--- config.mk ---
export PLATFORM = sky130hd
export DESIGN_NAME = upsampling_pixel_fetcher
export DESIGN_NICKNAME = d
export VERILOG_FILES = /design/src/rtl/upsampling_pixel_fetcher.sv
export SDC_FILE = /design/constraint.sdc
export NUM_CORES = 1
export LEC_CHECK = 0
export ABC_AREA = 1
export CORE_ASPECT_RATIO = 1.5
export CORE_MARGIN = 2
export CORE_UTILIZATION = 25
export CTS_CLUSTER_DIAMETER = 80
export CTS_CLUSTER_SIZE = 24
export DETAILED_ROUTE_END_ITERATION = 8
export PLACE_DENSITY = 0.45
export SLEW_MARGIN = 25
export SYNTH_ARGS = -nofsm -noshare
export SYNTH_HDL_FRONTEND = slang
export SYNTH_SLANG_ARGS = --single-unit
export TNS_END_PERCENT = 10
--- constraint.sdc ---
create_clock -name clk -period 3.1 [get_ports clk]
set_input_delay 0.465 -clock clk [delete_from_list [all_inputs] [get_ports clk]]
set_output_delay 0.465 -clock clk [all_outputs]
set_load 0.05 [all_outputs]
--- src/rtl/upsampling_pixel_fetcher.sv ---
// upsampling_pixel_fetcher
// Reads a row-major IMG_W x IMG_H image from a synchronous read memory and
// streams it over a valid/ready handshake to the upsampler. It also supplies
// the column and row of the current pixel, and a frame-done pulse.
//
// Ports:
//   clk, rst          rising-edge clock, asynchronous active-high reset
//   start             begin a frame fetch (sampled only while idle)
//   mem_rden/addr     memory read request; mem_rdata returns one cycle later
//   pix_out/valid     FIFO head toward the upsampler; pix_ready accepts it
//   end_of_row        current pixel is the last column of its row
//   cnt_col/cnt_row   coordinates of the pixel on pix_out
//   busy              frame in progress
//   end_of_pixel      one-cycle pulse after the last pixel of the frame is accepted
module upsampling_pixel_fetcher #(
    parameter int IMG_W  = 320,
    parameter int IMG_H  = 240,
    parameter int DATA_W = 8,
    parameter int ADDR_W = 17
) (
    input  logic              clk,
    input  logic              rst,
    input  logic              start,
    output logic              mem_rden,
    output logic [ADDR_W-1:0] mem_addr,
    input  logic [DATA_W-1:0] mem_rdata,
    output logic [DATA_W-1:0] pix_out,
    output logic              pix_valid,
    input  logic              pix_ready,
    output logic              end_of_row,
    output logic [9:0]        cnt_col,
    output logic [8:0]        cnt_row,
    output logic              busy,
    output logic              end_of_pixel
);

    localparam int                NPIX      = IMG_W * IMG_H;
    localparam logic [ADDR_W-1:0] LAST_ADDR = ADDR_W'(NPIX - 1);
    localparam logic [9:0]        LAST_COL  = 10'(IMG_W - 1);
    localparam logic [8:0]        LAST_ROW  = 9'(IMG_H - 1);

    typedef enum logic [1:0] {
        IDLE   = 2'd0,
        ISSUE  = 2'd1,
        DRAIN  = 2'd2,
        FINISH = 2'd3
    } state_t;

    state_t            state_r;
    state_t            state_s;
    logic [ADDR_W-1:0] addr_r;
    logic              inflight_r;
    logic [DATA_W-1:0] fifo_r [2];
    logic              wr_ptr_r;
    logic              rd_ptr_r;
    logic [1:0]        count_r;
    logic [9:0]        col_r;
    logic [8:0]        row_r;
    logic              eop_r;

    logic              accept_s;
    logic              credit_s;
    logic              rden_s;
    logic              last_pix_s;
    logic              start_frame_s;

    // Handshake, credit and frame-boundary decodes
    always_comb begin
        accept_s      = (count_r != 2'd0) & pix_ready;
        // Slots already committed (stored + returning) minus the one leaving
        // this cycle; a new read is only allowed if a slot is guaranteed free.
        credit_s      = (({1'b0, count_r} + {2'b00, inflight_r}) - {2'b00, accept_s}) < 3'd2;
        rden_s        = (state_r == ISSUE) & credit_s;
        last_pix_s    = accept_s & (col_r == LAST_COL) & (row_r == LAST_ROW);
        start_frame_s = (state_r == IDLE) & start;
    end

    // Next-state logic
    always_comb begin
        state_s = state_r;
        case (state_r)
            IDLE: begin
                if (start) begin
                    state_s = ISSUE;
                end else begin
                    state_s = IDLE;
                end
            end
            ISSUE: begin
                if (rden_s && (addr_r == LAST_ADDR)) begin
                    state_s = DRAIN;
                end else begin
                    state_s = ISSUE;
                end
            end
            DRAIN: begin
                if (last_pix_s) begin
                    state_s = FINISH;
                end else begin
                    state_s = DRAIN;
                end
            end
            FINISH:  state_s = IDLE;
            default: state_s = IDLE;
        endcase
    end

    // State register and read-address counter
    always_ff @(posedge clk or posedge rst) begin
        if (rst) begin
            state_r    <= IDLE;
            addr_r     <= '0;
            inflight_r <= 1'b0;
        end else begin
            state_r    <= state_s;
            inflight_r <= rden_s;
            if (start_frame_s) begin
                addr_r <= '0;
            end else if (rden_s) begin
                addr_r <= (addr_r == LAST_ADDR) ? '0 : addr_r + 1'b1;
            end else begin
                addr_r <= addr_r;
            end
        end
    end

    // Two-entry FIFO: a returning read pushes, an accept pops; both may coincide
    always_ff @(posedge clk or posedge rst) begin
        if (rst) begin
            fifo_r[0] <= '0;
            fifo_r[1] <= '0;
            wr_ptr_r  <= 1'b0;
            rd_ptr_r  <= 1'b0;
            count_r   <= 2'd0;
        end else begin
            if (inflight_r) begin
                fifo_r[wr_ptr_r] <= mem_rdata;
                wr_ptr_r         <= ~wr_ptr_r;
            end
            if (accept_s) begin
                rd_ptr_r <= ~rd_ptr_r;
            end
            count_r <= (count_r + {1'b0, inflight_r}) - {1'b0, accept_s};
        end
    end

    // Pixel coordinates of the FIFO head and the frame-done pulse
    always_ff @(posedge clk or posedge rst) begin
        if (rst) begin
            col_r <= 10'd0;
            row_r <= 9'd0;
            eop_r <= 1'b0;
        end else begin
            eop_r <= last_pix_s;
            if (start_frame_s) begin
                col_r <= 10'd0;
                row_r <= 9'd0;
            end else if (accept_s) begin
                if (col_r == LAST_COL) begin
                    col_r <= 10'd0;
                    row_r <= (row_r == LAST_ROW) ? 9'd0 : row_r + 9'd1;
                end else begin
                    col_r <= col_r + 10'd1;
                end
            end else begin
                col_r <= col_r;
                row_r <= row_r;
            end
        end
    end

    assign mem_rden     = rden_s;
    assign mem_addr     = addr_r;
    assign pix_out      = fifo_r[rd_ptr_r];
    assign pix_valid    = (count_r != 2'd0);
    assign end_of_row   = pix_valid & (col_r == LAST_COL);
    assign cnt_col      = col_r;
    assign cnt_row      = row_r;
    assign busy         = (state_r != IDLE);
    assign end_of_pixel = eop_r;

endmodule

==> results.ini <==
[cells_and_area]
multiInputGateArea_um2=1540
drive_gt1_frac=0.0963
fillers=1417
seq_area_um2=1500
area_delta_synth_final_pct=32.8
final_cell_mix=130 x nand2_1, 60 x dfrtp_1, 59 x clkdlybuf4s50_1
nets=523
fin_util=0.341
n_antenna_cell=0
layout_commonest_cell=nand2_1

[worst_setup_path]
slowest_delay_ns=0.50
crit_fanout=3
path_common_cell=inv_1
r2r_end=mem_addr[7]
crit_arrival_ns=2.53
r2r_cells=15
crit_required_ns=2.63
start_kind=input pin
crit_path_end_kind=primary output
critical_path_class=input pin to primary output
crit_family=buffers and inverters
startpoint=pix_ready
path_buf_inv=7
worst-path-stages=13
cpMaxStageDelayCell=clkdlybuf4s50_1
crit_path_end=mem_rden
worstPathCellList=clkdlybuf4s50_1 -> o21ai_4 -> inv_1 -> ha_1 -> inv_1 -> ha_1 -> inv_1 -> fa_1 -> inv_1 -> nor2_1 -> nand2_2 -> inv_2 -> buf_12
worstReg2RegStart=count_r[1]
rrSetupSlack_ns=0.52

[drt]
drtIter0Drc=121
drt-total-wl_mm=8.78
viasPerCell=4.53
drc=0
drt_first_pass_iters=4
wl_met3_um=327
vias=3025
wl_met2_mm=4.41
wl_per_cell_um=13.1
highest_layer=met4
drtAntennaViolNets=0
m1WireLength_mm=3.81

[global_routing]
gr-total-overflow=0
grt_usage=0.130
grt_max_degree=40
grt_pass1_vias=2958
grt_first_pass_wirelength_mm=14.9
antenna_found_initial=0

[clocking]
clock_path_buffers=2
cts_buffers=9
cts_setup_buffers=0
cts.sinks=60
path_clk_slew_ns=0.05
cts_hold_buf=0
htreeDepth=3
cts.repair.resized=0
cts_root_buffer=clkbuf_16
insertion_delay_ns=0.33
cts_tree=done

[sta]
tns_ns=0
finalHoldViolCount=0
max_slew_margin=0.640
rsz0062_at_grt=false
min_period_over_period=0.967
hold_ws_ns=0.484
final_max_slew_viol_count=0
tightestPinTransition_ns=0.539
fin_crit_ns=3.00
setup-violations-final=0
fmax_mhz=334
clock_skew_ns=0.00692

[pwr]
internal_power_w=0.00181
p_switching_w=0.00109
peakVddDrop_uv=252
leakage_nw=2.15
switching_share=0.376
p_clk_frac=0.337
p_comb_frac=0.335
seq_power_share=0.327
finalPower_w=0.00291
power_density_nw_per_um2=655

[floorplanning]
die_h_um=146
die_x_um=98.4
core-area_um2=13000
dieArea_um2=14300
ios=61
start_util=0.257
num_rows=51

[run]
maxCapViolCount=0

[synthesis]
synth.top_cell.area_share=0.449
syn_area_um2=3340
synth_cell_types=37
synth_ff_type=dfrtp_1
syn_avg_cell_area_um2=7.63
synth_seq_area_share=0.449
yosys-top-cells-area=dfrtp_1 45%, nand2_1 15%, inv_1 5.7%, nor2_1 4.6%, nand4_1 4.5%
synth_edf_count=0
syn_inst=438
synth_warnings=0
yosys.area.top_type=dfrtp_1
syn_nets=456
synthArstFlopShare=1.00
ys_seq_elements=60

[place]
dp_hpwl_mm=6.43
gp_congestion=0.790
io_buffer_count=60

[run_status]
status=finished clean

[worst_hold_path]
hold_class=flip-flop to flip-flop

==> layer usage <==
| layer | vias up | track usage |
|---|---|---|
| met5 | - | 0 |
| met4 | 0 | 0.0610 |
| met3 | 18 | 0.0274 |
| met2 | 66 | 0.224 |
| met1 | 1412 | 0.153 |
| li1 | 1529 | - |
==> tightest hold or removal path: stages, from the launching register on <==
cell and delay (ns):
dfrtp_1 0.34, nand2_1 0.05, o21ai_0 0.06
==> final cells by class <==
cell class | instances | share of cell area
Timing Repair Buffer | 67 | 0.155
Multi-Input combinational cell | 309 | 0.348
Sequential cell | 60 | 0.339
Clock inverter | 2 | 0.00790
Clock buffer | 13 | 0.0564
Inverter | 58 | 0.0494
Tap cell | 159 | 0.0449
==> power by group through the flow <==
stage	combinational, W	sequential (W)	clock (W)
final	0.000975	0.000951	0.000980
after global routing	0.00105	0.000961	0.00105
after CTS	0.000986	0.000951	0.00101
after detailed placement	0.000984	0.000963	0
after global placement	0.000982	0.000961	0
after floorplan	0.000528	0.00108	0
==> Yosys cell counts (2+ instances only) <==
| master | count |
|---|---|
| or2_2 | 2 |
| nand4_1 | 24 |
| ha_1 | 5 |
| a21oi_1 | 8 |
| inv_2 | 4 |
| nand2_2 | 9 |
| o21ai_2 | 2 |
| inv_1 | 51 |
| nand2_1 | 130 |
| buf_6 | 3 |
| dfrtp_1 | 60 |
| buf_4 | 2 |
| nor2_1 | 41 |
| clkinv_1 | 2 |
| nand3_1 | 25 |
| o21ai_1 | 10 |
| xor2_1 | 9 |
| nand3_2 | 2 |
| o21ai_0 | 22 |
| buf_2 | 5 |
| nor3_1 | 5 |
| nand2_4 | 2 |
==> stage by stage <==
step | setup WS [ns] | instances | area [um^2]
after detailed placement | 0.0653 | 653 | 4150
final | 0.102 | 668 | 4440
after global placement | 0.0438 | 653 | 4150
after floorplan | 0.340 | 438 | 3340
after global routing | 0.00921 | 668 | 4440
after CTS | 0.0395 | 668 | 4440
==> state kept, by name, summed over array words and instances, names as in the netlist, named ones only <==
signal and count:
state_r 1, count_r 2, rd_ptr_r 1, end_of_pixel 1, mem_addr 17, cnt_row 9, inflight_r 1, wr_ptr_r 1
cnt_col 10, fifo_r 16
==> logic make-up (layout without fill, tap and decap cells) <==
group,count (synthesis),count (layout),synth area share
xor gates and xnor gates,10,10,0.0262
DFF,60,60,0.449
and+or+nand+nor,248,248,0.336
adders and majority gates,6,6,0.0247
buffers and inverters,69,140,0.0888
AOI/OAI and AO/OA,45,45,0.0745
==> how the worst min path moves through the flow <==
stage	startpoint	end	slack, ns	cells past startpoint
floorplan	fifo_r[0]	fifo_r[0]	0.45	2
detailed placement	fifo_r[5]	fifo_r[5]	0.48	2
CTS	fifo_r[12]	fifo_r[12]	0.49	2
global placement	fifo_r[6]	fifo_r[6]	0.47	2
global route	fifo_r[12]	fifo_r[12]	0.52	2
finish	fifo_r[5]	fifo_r[5]	0.48	2
Power figures use the tool's default switching activity.
